### config.mk
export PLATFORM = sky130hd
export DESIGN_NAME = control_sequencer
export DESIGN_NICKNAME = d
export VERILOG_FILES = /design/src/rtl/be8_ctrl_pkg.sv /design/src/rtl/microcode_rom.sv /design/src/rtl/control_sequencer.sv
export SDC_FILE = /design/constraint.sdc
export NUM_CORES = 1
export LEC_CHECK = 0
export CAP_MARGIN = 20
export CORE_ASPECT_RATIO = 1.1
export CORE_UTILIZATION = 43
export DETAILED_ROUTE_END_ITERATION = 6
export HOLD_SLACK_MARGIN = 0.02
export PLACE_DENSITY = 0.94
export SLEW_MARGIN = 10
export SYNTH_ARGS = -nofsm -noshare
export SYNTH_HDL_FRONTEND = slang
export SYNTH_SLANG_ARGS = --single-unit
export TNS_END_PERCENT = 100
### constraint.sdc
create_clock -name CLK -period 4.75 [get_ports CLK]
set_input_delay 0.95 -clock CLK [delete_from_list [all_inputs] [get_ports CLK]]
set_output_delay 0.95 -clock CLK [all_outputs]
set_load 0.01 [all_outputs]
### src/rtl/be8_ctrl_pkg.sv
// rtl/be8_ctrl_pkg.sv - shared constants for the 8-bit bus CPU control unit
// Opcodes, control word bit positions, idle word and microstep encoding.
package be8_ctrl_pkg;

   localparam int OPCODE_W = 4;
   localparam int CTRL_W   = 16;
   localparam int STEP_W   = 3;

   localparam logic [OPCODE_W-1:0] OP_NOP = 4'h0;
   localparam logic [OPCODE_W-1:0] OP_LDA = 4'h1;
   localparam logic [OPCODE_W-1:0] OP_ADD = 4'h2;
   localparam logic [OPCODE_W-1:0] OP_SUB = 4'h3;
   localparam logic [OPCODE_W-1:0] OP_STA = 4'h4;
   localparam logic [OPCODE_W-1:0] OP_LDI = 4'h5;
   localparam logic [OPCODE_W-1:0] OP_JMP = 4'h6;
   localparam logic [OPCODE_W-1:0] OP_JC  = 4'h7;
   localparam logic [OPCODE_W-1:0] OP_JZ  = 4'h8;
   localparam logic [OPCODE_W-1:0] OP_OUT = 4'hE;
   localparam logic [OPCODE_W-1:0] OP_HLT = 4'hF;

   localparam int HLT  = 0;
   localparam int MI_N = 1;
   localparam int RI_N = 2;
   localparam int RO_N = 3;
   localparam int IO_N = 4;
   localparam int II_N = 5;
   localparam int AI_N = 6;
   localparam int AO_N = 7;
   localparam int EO_N = 8;
   localparam int SU   = 9;
   localparam int BI_N = 10;
   localparam int OI_N = 11;
   localparam int CE   = 12;
   localparam int CO_N = 13;
   localparam int J_N  = 14;
   localparam int FI_N = 15;

   // Every active-low strobe released, SU/CE/HLT deasserted.
   localparam logic [CTRL_W-1:0] CTRL_IDLE = 16'hEDFE;

   localparam logic [STEP_W-1:0] T0 = 3'd0;
   localparam logic [STEP_W-1:0] T1 = 3'd1;
   localparam logic [STEP_W-1:0] T2 = 3'd2;
   localparam logic [STEP_W-1:0] T3 = 3'd3;
   localparam logic [STEP_W-1:0] T4 = 3'd4;

   // Final microstep of each opcode; undefined opcodes behave as NOP.
   function automatic logic [STEP_W-1:0] last_step(input logic [OPCODE_W-1:0] op);
      case (op)
         OP_LDA, OP_STA:                                  last_step = T3;
         OP_ADD, OP_SUB:                                  last_step = T4;
         OP_LDI, OP_JMP, OP_JC, OP_JZ, OP_OUT, OP_HLT:    last_step = T2;
         default:                                         last_step = T1;
      endcase
   endfunction

endpackage

### src/rtl/microcode_rom.sv
// rtl/microcode_rom.sv - combinational microcode table
// Maps opcode, microstep and ALU flags to a raw control word and end-of-instruction flag.
module microcode_rom
   import be8_ctrl_pkg::*;
(
   input  logic [OPCODE_W-1:0] i_opcode,
   input  logic [STEP_W-1:0]   i_step,
   input  logic                i_flag_c,
   input  logic                i_flag_z,
   output logic [CTRL_W-1:0]   o_ctrl,
   output logic                o_last_step
);

   // >= keeps any out-of-range step terminating the instruction.
   assign o_last_step = (i_step >= last_step(i_opcode));

   always_comb begin
      o_ctrl = CTRL_IDLE;
      case (i_step)
         T0: begin
            o_ctrl[CO_N] = 1'b0;
            o_ctrl[MI_N] = 1'b0;
         end
         T1: begin
            o_ctrl[RO_N] = 1'b0;
            o_ctrl[II_N] = 1'b0;
            o_ctrl[CE]   = 1'b1;
         end
         T2: begin
            case (i_opcode)
               OP_LDA, OP_ADD, OP_SUB, OP_STA: begin
                  o_ctrl[IO_N] = 1'b0;
                  o_ctrl[MI_N] = 1'b0;
               end
               OP_LDI: begin
                  o_ctrl[IO_N] = 1'b0;
                  o_ctrl[AI_N] = 1'b0;
               end
               OP_JMP: begin
                  o_ctrl[IO_N] = 1'b0;
                  o_ctrl[J_N]  = 1'b0;
               end
               OP_JC: begin
                  o_ctrl[IO_N] = 1'b0;
                  o_ctrl[J_N]  = ~i_flag_c;
               end
               OP_JZ: begin
                  o_ctrl[IO_N] = 1'b0;
                  o_ctrl[J_N]  = ~i_flag_z;
               end
               OP_OUT: begin
                  o_ctrl[AO_N] = 1'b0;
                  o_ctrl[OI_N] = 1'b0;
               end
               OP_HLT:  o_ctrl[HLT] = 1'b1;
               default: ;
            endcase
         end
         T3: begin
            case (i_opcode)
               OP_LDA: begin
                  o_ctrl[RO_N] = 1'b0;
                  o_ctrl[AI_N] = 1'b0;
               end
               OP_ADD, OP_SUB: begin
                  o_ctrl[RO_N] = 1'b0;
                  o_ctrl[BI_N] = 1'b0;
               end
               OP_STA: begin
                  o_ctrl[AO_N] = 1'b0;
                  o_ctrl[RI_N] = 1'b0;
               end
               default: ;
            endcase
         end
         T4: begin
            if (i_opcode == OP_ADD || i_opcode == OP_SUB) begin
               o_ctrl[EO_N] = 1'b0;
               o_ctrl[AI_N] = 1'b0;
               o_ctrl[FI_N] = 1'b0;
               o_ctrl[SU]   = (i_opcode == OP_SUB);
            end
         end
         default: ;
      endcase
   end

endmodule

### src/rtl/control_sequencer.sv
// rtl/control_sequencer.sv - microstep counter, halt state and strobe gating
// Drives the datapath control word from the microcode table each cycle.
module control_sequencer
   import be8_ctrl_pkg::*;
(
   input  logic                CLK,
   input  logic                RESETn,
   input  logic                STEP_EN,
   input  logic [OPCODE_W-1:0] OPCODE,
   input  logic                FLAG_C,
   input  logic                FLAG_Z,
   output logic [CTRL_W-1:0]   CTRL,
   output logic [STEP_W-1:0]   TSTATE,
   output logic                HALTED
);

   logic [STEP_W-1:0] r_step;
   logic              r_halted;
   logic [CTRL_W-1:0] w_raw_ctrl;
   logic              w_last_step;
   logic              w_advance;

   microcode_rom u_rom (
      .i_opcode    (OPCODE),
      .i_step      (r_step),
      .i_flag_c    (FLAG_C),
      .i_flag_z    (FLAG_Z),
      .o_ctrl      (w_raw_ctrl),
      .o_last_step (w_last_step)
   );

   assign w_advance = STEP_EN && !r_halted;

   always_ff @(posedge CLK) begin
      if (!RESETn) begin
         r_step   <= T0;
         r_halted <= 1'b0;
      end else if (w_advance) begin
         if (w_last_step) begin
            r_step <= T0;
            // The HLT bit only appears in HLT's final step.
            if (w_raw_ctrl[HLT])
               r_halted <= 1'b1;
         end else begin
            r_step <= r_step + 3'd1;
         end
      end
   end

   // Strobes must stay released whenever the counter is not genuinely advancing.
   assign CTRL   = (RESETn && w_advance) ? w_raw_ctrl : CTRL_IDLE;
   assign TSTATE = r_step;
   assign HALTED = r_halted;

endmodule

==> impl_metrics.py, run 1 <==
metrics = {
    "run_status": {
        "status": "finished, final reports clean",
    },
    "clocking": {
        "clk_latency_ns": 0.24,
        "numCtsBuffers": 3,
        "cts_sinks": 4,
        "root_buffer": "clkbuf_4",
        "worst_setup_hold_path_clk_slew_ns": 0.04,
        "post-cts-setup-buffer-count": 0,
        "cts_tree": "done",
        "holdBufCountCts": 0,
        "htree_levels": 1,
        "cts_resized": 0,
        "clockBufferDepth": 2,
    },
    "critical_path": {
        "critPathMaxFanout": 12,
        "cpMaxStageDelayCell": "clkdlybuf4s50_1",
        "path_depth": 6,
        "critPathBufInv": 2,
        "critical_path_class": "input port to output port",
        "arrival_ns": 2.92,
        "reg2reg_depth": 5,
        "crit_family": "buffers and inverters",
        "end_kind": "output port",
        "required_ns": 3.80,
        "max_stage_delay_ns": 0.60,
        "critPathLaunchType": "input port",
        "cp_cell_sequence": "clkdlybuf4s50_1, nor2_1, nand2_1, nor2_1, and4_1, clkdlybuf4s50_1",
    },
    "sta": {
        "whs_ns": 0.5189,
        "setup_tns_ns": 0,
        "min_period_over_period": 0.8143,
        "rsz0062_at_grt": "false",
        "clock_skew_ns": 0.006702,
        "period_needed_ns": 3.868,
        "hold_viol": 0,
        "max_freq_mhz": 258.5,
        "tightestPinTransition_ns": 0.4208,
        "maxSlewHeadroom": 0.7186,
        "setup_viol": 0,
        "maxSlewViolCount": 0,
    },
    "detailed_routing": {
        "wire_per_inst_um": 11.26,
        "drt-total-wl_mm": 1.532,
        "drcViolationCount": 0,
        "drtIter0Drc": 23,
        "drt-vias-per-instance": 5.265,
        "final_antenna_net_count": 0,
        "dr.pass1.iters": 4,
        "vias": 716,
    },
    "cells_and_area": {
        "fin_cells": 136,
        "drive_gt1_frac": 0.06667,
        "num_antenna_cells": 0,
        "fin_nets": 139,
        "filler_cell_count": 137,
        "areaGrowthSynthToFinish_pct": 46.41,
    },
    "grt": {
        "grt_max_degree": 13,
        "grt.busiest_layer": "met2",
        "track_usage": 0.2055,
        "grt_pass1_wl_mm": 2.511,
        "antenna_found_initial": 0,
        "use_met1": 0.2616,
        "use_met2": 0.3559,
        "grt.met3_usage": 0,
        "overflow": 0,
        "grt_pass1_vias": 608,
    },
    "die": {
        "coreArea_mm2": 0.001366,
        "initial_core_util": 0.4597,
        "die_w_um": 38.44,
        "pin_count": 29,
        "dieArea_mm2": 0.001618,
        "num_rows": 14,
        "die_y_um": 42.09,
    },
    "synth": {
        "syn-num-nets": 112,
        "synth_warnings": 0,
        "syn_avg_cell_area_um2": 6.612,
        "yosysSeqAreaShare": 0.1275,
        "synth_seq_cells": 4,
        "netlist_instances": 95,
        "synth_area_leader_cell": "ha_1",
        "yosysMostFrequentCell": "nand2_1",
        "ys.flop_type": "dfxtp_1",
        "synth_edf_count": 0,
        "netlist_area_um2": 628.1,
        "synth_top_area_frac": 0.1594,
        "ys_top_cells_by_count": "nand2_1, nor2_1, ha_1",
        "ys_types": 30,
        "synthTopCellsByArea": "ha_1, dfxtp_1, nand2_1, nor2_1, nor2b_1",
        "async_flop_share": 0,
    },
    "pwr": {
        "p_per_area_mw_per_mm2": 146.5,
        "p_leak_nw": 0.3632,
        "max-vdd-ir-drop_mv": 0.1458,
    },
    "min_path": {
        "min_path_cells": 2,
        "min_path_type": "flop to flop",
    },
    "run": {
        "drv_cap": 0,
    },
    "placed_design": {
        "numPlacedInstances": 133,
        "gp_congestion": 0.7859,
        "hpwl_mm": 1.194,
        "numPortBuffers": 28,
    },
}
## path summary, 6_finish.rpt
path	from	to	slack (ns)
setup / recovery	OPCODE[3]	CTRL[9]	0.88
hold reg to reg	TSTATE[0]$_SDFFE_PN0P_	TSTATE[0]$_SDFFE_PN0P_	0.52
setup reg to reg	TSTATE[2]$_SDFFE_PN0P_	TSTATE[2]$_SDFFE_PN0P_	3.09
hold / removal	TSTATE[0]$_SDFFE_PN0P_	TSTATE[0]$_SDFFE_PN0P_	0.52
## per-stage QoR
step | cell area, µm² | total power, mW | setup slack, ns | utilization
2_1_floorplan | 628.1 | 0.07124 | 1.958 | -
3_3_place_gp | 897.1 | 0.09056 | 0.9891 | 0.6566
3_5_place_dp | 897.1 | 0.09170 | 0.9045 | 0.6566
4_1_cts | 919.6 | 0.1366 | 0.9020 | 0.6731
5_1_grt | 919.6 | 0.1462 | 0.7410 | 0.6731
6_report | 919.6 | 0.1347 | 0.8821 | 0.6731
## sequential cells by signal, indices dropped and copies added (netlist names)
register / count
HALTED: 1
TSTATE: 3
## worst min-delay path, cell delays in order, from the launching register on
cell and delay (ns):
dfxtp_1 0.34, nand2_1 0.07, a21oi_1 0.05
## cells by family (layout without fill, tap and decap cells)
family / after synthesis / after routing / share of synthesized area
simple gates: 53 / 53 / 0.4462
xor+xnor: 1 / 1 / 0.01395
fa+ha+maj: 8 / 8 / 0.1594
buf+inv: 12 / 37 / 0.08565
flops: 4 / 4 / 0.1275
compound gates: 16 / 16 / 0.1494
mux: 1 / 1 / 0.01793
## cell type report
type,count,area (µm²),area share
Clock buffer,3,22.52,0.02449
Inverter,6,22.52,0.02449
Multi-Input combinational cell,79,494.2,0.5374
Sequential cell,4,80.08,0.08707
Tap cell,16,20.02,0.02177
Timing Repair Buffer,28,280.3,0.3048
## placed cells by master, fill, tap and decap left out
master / instances
a21oi_1: 5
a22o_2: 1
a32oi_1: 1
and3_1: 3
and4_1: 1
clkbuf_4: 3
clkdlybuf4s50_1: 28
dfxtp_1: 4
ha_1: 8
inv_1: 6
mux2_2: 1
nand2_1: 17
nand2b_1: 1
nand3_1: 5
nand3b_1: 1
nand4_1: 1
nor2_1: 11
nor2b_1: 5
nor3_1: 1
nor3_2: 1
nor3b_2: 1
nor4b_2: 1
nor4bb_1: 1
o211ai_1: 1
o21ai_0: 5
o21ai_1: 2
o31ai_1: 1
or3_1: 3
xnor2_1: 1
## routing by layer
layer  up-vias  part of all wire  wire [µm]
met5         -                 0          0
met3         4             0.054         83
met4         0             0.022         34
met2        28              0.46        706
li1        378                 -          -
met1       306              0.46        708
## power by group
group          internal (mW)  switching [mW]
clock                 0.0283          0.0148
sequential            0.0353         0.00223
combinational         0.0264          0.0277
Note: power is estimated with default switching activity, not from simulation.
==> run 2: changes to the inputs <==
--- a/config.mk
+++ b/config.mk
@@ -7,10 +7,10 @@
 export LEC_CHECK = 0
 export CAP_MARGIN = 20
 export CORE_ASPECT_RATIO = 1.1
-export CORE_UTILIZATION = 43
+export CORE_UTILIZATION = 36
 export DETAILED_ROUTE_END_ITERATION = 6
 export HOLD_SLACK_MARGIN = 0.02
-export PLACE_DENSITY = 0.94
+export PLACE_DENSITY = 0.85
 export SLEW_MARGIN = 10
 export SYNTH_ARGS = -nofsm -noshare
 export SYNTH_HDL_FRONTEND = slang
==> constraint.sdc (replaced) <==
create_clock -name CLK -period 3.4 [get_ports CLK]
set_input_delay 0.68 -clock CLK [delete_from_list [all_inputs] [get_ports CLK]]
set_output_delay 0.68 -clock CLK [all_outputs]
set_load 0.01 [all_outputs]
==> impl_metrics.py, run 2 (synthesized netlist as in run 1, its figures left out) <==
metrics = {
    "critical_path": {
        "critPathLaunchType": "input port",
        "crit_family": "buffers and inverters",
        "arrival_ns": 2.55,
        "required_ns": 2.72,
        "end_kind": "output port",
        "reg2reg_depth": 5,
        "path_depth": 6,
        "critPathMaxFanout": 10,
        "cpMaxStageDelayCell": "clkdlybuf4s50_1",
        "cp_cell_sequence": "clkdlybuf4s50_1, nor2_1, nand2_1, nor2_1, and4_1, clkdlybuf4s50_1",
        "critical_path_class": "input port to output port",
        "max_stage_delay_ns": 0.56,
        "critPathBufInv": 2,
    },
    "cells_and_area": {
        "largest_register_ffs": 3,
        "fin_nets": 140,
        "layout_common_cells": "clkdlybuf4s50_1, nand2_1, nor2_1",
        "seq_area_um2": 80.08,
        "layout_commonest_cell": "clkdlybuf4s50_1",
        "filler_cell_count": 144,
        "fin_area_um2": 928.4,
        "num_antenna_cells": 0,
        "drive_gt1_frac": 0.07438,
        "final_util": 0.5820,
        "multi_input_area_um2": 494.2,
        "areaGrowthSynthToFinish_pct": 47.81,
        "fin_cells": 138,
    },
    "pwr": {
        "max-vdd-ir-drop_mv": 0.1723,
        "p_per_area_mw_per_mm2": 202.2,
        "p_total_mw": 0.1877,
        "p_leak_nw": 0.3680,
    },
    "detailed_routing": {
        "drt-vias-per-instance": 5.478,
        "wire_per_inst_um": 11.78,
        "vias": 756,
        "dr.pass1.iters": 4,
        "drt-total-wl_mm": 1.625,
        "final_antenna_net_count": 0,
        "drcViolationCount": 0,
        "drtIter0Drc": 36,
    },
    "clocking": {
        "root_buffer": "clkbuf_4",
        "worst_setup_hold_path_clk_slew_ns": 0.04,
        "numCtsBuffers": 3,
        "clockBufferDepth": 2,
        "post-cts-setup-buffer-count": 0,
        "htree_levels": 1,
        "cts_resized": 0,
        "holdBufCountCts": 0,
        "cts_sinks": 4,
        "cts_tree": "done",
        "clk_latency_ns": 0.23,
    },
    "run_status": {
        "status": "finished, final reports clean",
    },
    "placed_design": {
        "hpwl_mm": 1.273,
        "numPlacedInstances": 135,
        "gp_congestion": 0.8468,
        "numPortBuffers": 28,
        "dpl_cell_area_um2": 905.9,
        "place_ws_ns": 0.1853,
    },
    "sta": {
        "clock_skew_ns": 0.003616,
        "period_needed_ns": 3.231,
        "rsz0062_at_grt": "false",
        "hold_viol": 0,
        "max_freq_mhz": 309.5,
        "min_period_over_period": 0.9503,
        "worst_slack_ns": 0.1689,
        "maxSlewViolCount": 0,
        "tightestPinTransition_ns": 0.4022,
        "setup_tns_ns": 0,
        "whs_ns": 0.5345,
        "maxSlewHeadroom": 0.7315,
        "setup_viol": 0,
    },
    "grt": {
        "grt_max_degree": 13,
        "track_usage": 0.1737,
        "antenna_found_initial": 0,
        "overflow": 0,
        "grt_pass1_wl_mm": 2.539,
        "grt_pass1_vias": 614,
    },
    "die": {
        "coreArea_mm2": 0.001595,
        "initial_core_util": 0.3937,
        "num_rows": 15,
        "dieArea_mm2": 0.001916,
        "pin_count": 29,
        "die_w_um": 41.83,
        "die_y_um": 45.81,
    },
    "min_path": {
        "min_path_cells": 2,
        "min_path_type": "flop to flop",
    },
    "run": {
        "drv_cap": 0,
    },
}
[run 2: cell types whose count changed in the layout (fill, tap and decap cells not counted), sizes merged]
cell	delta
buf	+1
[run 2: final cells by class]
cell class / count / area share
repair buffers: 29 / 0.3100
flip-flops and latches: 4 / 0.08625
clock buffers: 3 / 0.02426
multi-input cells: 79 / 0.5323
well taps: 17 / 0.02291
inverters: 6 / 0.02426
[run 2: worst register-to-register path, stage by stage (launching register included)]
cell	delay, ns
dfxtp_1	0.55
ha_1	0.32
a21oi_1	0.15
o21ai_1	0.13
or3_1	0.32
a21oi_1	0.14
[run 2: power breakdown]
part	switching, mW	internal (mW)	leakage (nW)
logic	0.0399	0.0379	0.322
registers	0.00354	0.0493	0.0325
clock network	0.0178	0.0394	0.0138
total	0.0611	0.127	0.368
[run 2: worst paths after layout]
| path | startpoint | to | slack [ns] |
|---|---|---|---|
| min | TSTATE[0]$_SDFFE_PN0P_ | TSTATE[0]$_SDFFE_PN0P_ | 0.53 |
| min reg2reg | TSTATE[0]$_SDFFE_PN0P_ | TSTATE[0]$_SDFFE_PN0P_ | 0.53 |
| max reg2reg | TSTATE[2]$_SDFFE_PN0P_ | TSTATE[1]$_SDFFE_PN0P_ | 1.71 |
| max | OPCODE[2] | CTRL[9] | 0.17 |
[run 2: routing by layer]
layer / global-route usage / routed length, µm / vias to the layer above / part of all wire
li1: - / - / 380 / -
met1: 0.1981 / 659 / 332 / 0.41
met2: 0.3156 / 823 / 42 / 0.51
met3: 0.03175 / 137 / 2 / 0.084
met4: 0.08387 / 5 / 0 / 0.0031
met5: 0 / 0 / - / 0
==> run 3: changes to the inputs <==
--- a/config.mk
+++ b/config.mk
@@ -10,7 +10,8 @@
 export CORE_UTILIZATION = 36
 export DETAILED_ROUTE_END_ITERATION = 6
 export HOLD_SLACK_MARGIN = 0.02
-export PLACE_DENSITY = 0.85
+export PLACE_DENSITY = 0.74
+export REMOVE_ABC_BUFFERS = 1
 export SLEW_MARGIN = 10
 export SYNTH_ARGS = -nofsm -noshare
 export SYNTH_HDL_FRONTEND = slang
==> impl_metrics.py, run 3 (synthesized netlist as in run 1, its figures left out) <==
metrics = {
    "sta": {
        "setup_viol": 0,
        "rsz0062_at_grt": "false",
        "min_period_over_period": 0.9418,
        "maxSlewViolCount": 0,
        "period_needed_ns": 3.202,
        "hold_viol": 0,
        "setup_tns_ns": 0,
        "tightestPinTransition_ns": 0.3949,
        "max_freq_mhz": 312.3,
        "maxSlewHeadroom": 0.7359,
        "clock_skew_ns": 0.003263,
        "worst_slack_ns": 0.1978,
    },
    "critical_path": {
        "cp_cell_sequence": "clkdlybuf4s50_1, nor2_1, nand2_1, nor2_1, and4_1, clkdlybuf4s50_1",
        "cpMaxStageDelayCell": "clkdlybuf4s50_1",
        "path_depth": 6,
        "crit_family": "buffers and inverters",
        "critPathMaxFanout": 10,
        "critPathLaunchType": "input port",
        "required_ns": 2.72,
        "critPathBufInv": 2,
        "arrival_ns": 2.52,
        "reg2reg_depth": 5,
        "critical_path_class": "input port to output port",
        "max_stage_delay_ns": 0.56,
        "end_kind": "output port",
    },
    "grt": {
        "overflow": 0,
        "track_usage": 0.1742,
        "grt_pass1_wl_mm": 2.601,
        "antenna_found_initial": 0,
        "grt_pass1_vias": 604,
        "grt_max_degree": 13,
    },
    "clocking": {
        "clockBufferDepth": 2,
        "htree_levels": 1,
        "cts_tree": "done",
        "clk_latency_ns": 0.23,
        "post-cts-setup-buffer-count": 0,
        "cts_resized": 0,
        "cts_sinks": 4,
        "numCtsBuffers": 3,
        "worst_setup_hold_path_clk_slew_ns": 0.04,
        "root_buffer": "clkbuf_4",
        "holdBufCountCts": 0,
    },
    "placed_design": {
        "gp_congestion": 0.7817,
        "numPortBuffers": 28,
        "hpwl_mm": 1.294,
        "place_ws_ns": 0.1975,
    },
    "cells_and_area": {
        "fin_nets": 140,
        "largest_register_ffs": 3,
        "num_antenna_cells": 0,
        "drive_gt1_frac": 0.07438,
        "layout_commonest_cell": "clkdlybuf4s50_1",
        "final_util": 0.5820,
        "areaGrowthSynthToFinish_pct": 47.81,
        "layout_common_cells": "clkdlybuf4s50_1, nand2_1, nor2_1",
    },
    "die": {
        "num_rows": 15,
        "initial_core_util": 0.3937,
        "die_w_um": 41.83,
        "pin_count": 29,
        "coreArea_mm2": 0.001595,
        "die_y_um": 45.81,
        "dieArea_mm2": 0.001916,
    },
    "detailed_routing": {
        "final_antenna_net_count": 0,
        "drtIter0Drc": 14,
        "vias": 731,
        "wire_per_inst_um": 11.40,
        "drcViolationCount": 0,
        "drt-total-wl_mm": 1.573,
        "drt-vias-per-instance": 5.297,
        "dr.pass1.iters": 4,
    },
    "pwr": {
        "max-vdd-ir-drop_mv": 0.1882,
        "p_total_mw": 0.1870,
        "p_per_area_mw_per_mm2": 201.5,
        "p_leak_nw": 0.3680,
    },
    "min_path": {
        "min_path_cells": 1,
        "min_path_type": "flop to flop",
    },
    "run": {
        "drv_cap": 0,
    },
    "run_status": {
        "status": "finished, final reports clean",
    },
}
run 3: final cells by class:
cell class | instances | area, µm²
Multi-Input combinational cell | 79 | 494.2
Sequential cell | 4 | 80.08
Inverter | 6 | 22.52
Clock buffer | 3 | 22.52
Fill cell | 152 | 666.9
Timing Repair Buffer | 29 | 287.8
Tap cell | 17 | 21.27
run 3: worst paths after layout:
kind | startpoint | end | slack [ns]
setup / recovery | OPCODE[2] | CTRL[9] | 0.20
hold / removal | HALTED$_SDFFE_PN0P_ | HALTED$_SDFFE_PN0P_ | 0.52
setup reg to reg | TSTATE[2]$_SDFFE_PN0P_ | TSTATE[0]$_SDFFE_PN0P_ | 1.73
hold reg to reg | HALTED$_SDFFE_PN0P_ | HALTED$_SDFFE_PN0P_ | 0.52
run 3: layer usage:
layer  share of wire  global-route usage  vias up
met2            0.52              0.2781       20
met3           0.032             0.02778        0
met4               0             0.09032        0
met5               0                   0        -
met1            0.45              0.2277      330
li1                -                   -      381
run 3: where the power goes:
group          switching (mW)  total (mW)  internal (mW)
combinational          0.0399      0.0776         0.0377
clock                  0.0174      0.0568         0.0393
sequential            0.00328      0.0526         0.0493
total                  0.0606       0.187          0.126
run 3: per-stage QoR:
stage | area (µm²) | instances | hold slack [ns]
3_3_place_gp | 905.9 | 135 | 0.5068
3_5_place_dp | 905.9 | 135 | 0.5046
6_report | 928.4 | 138 | 0.5217
2_1_floorplan | 596.8 | 89 | 0.5322
4_1_cts | 928.4 | 138 | 0.5218
5_1_grt | 928.4 | 138 | 0.5542
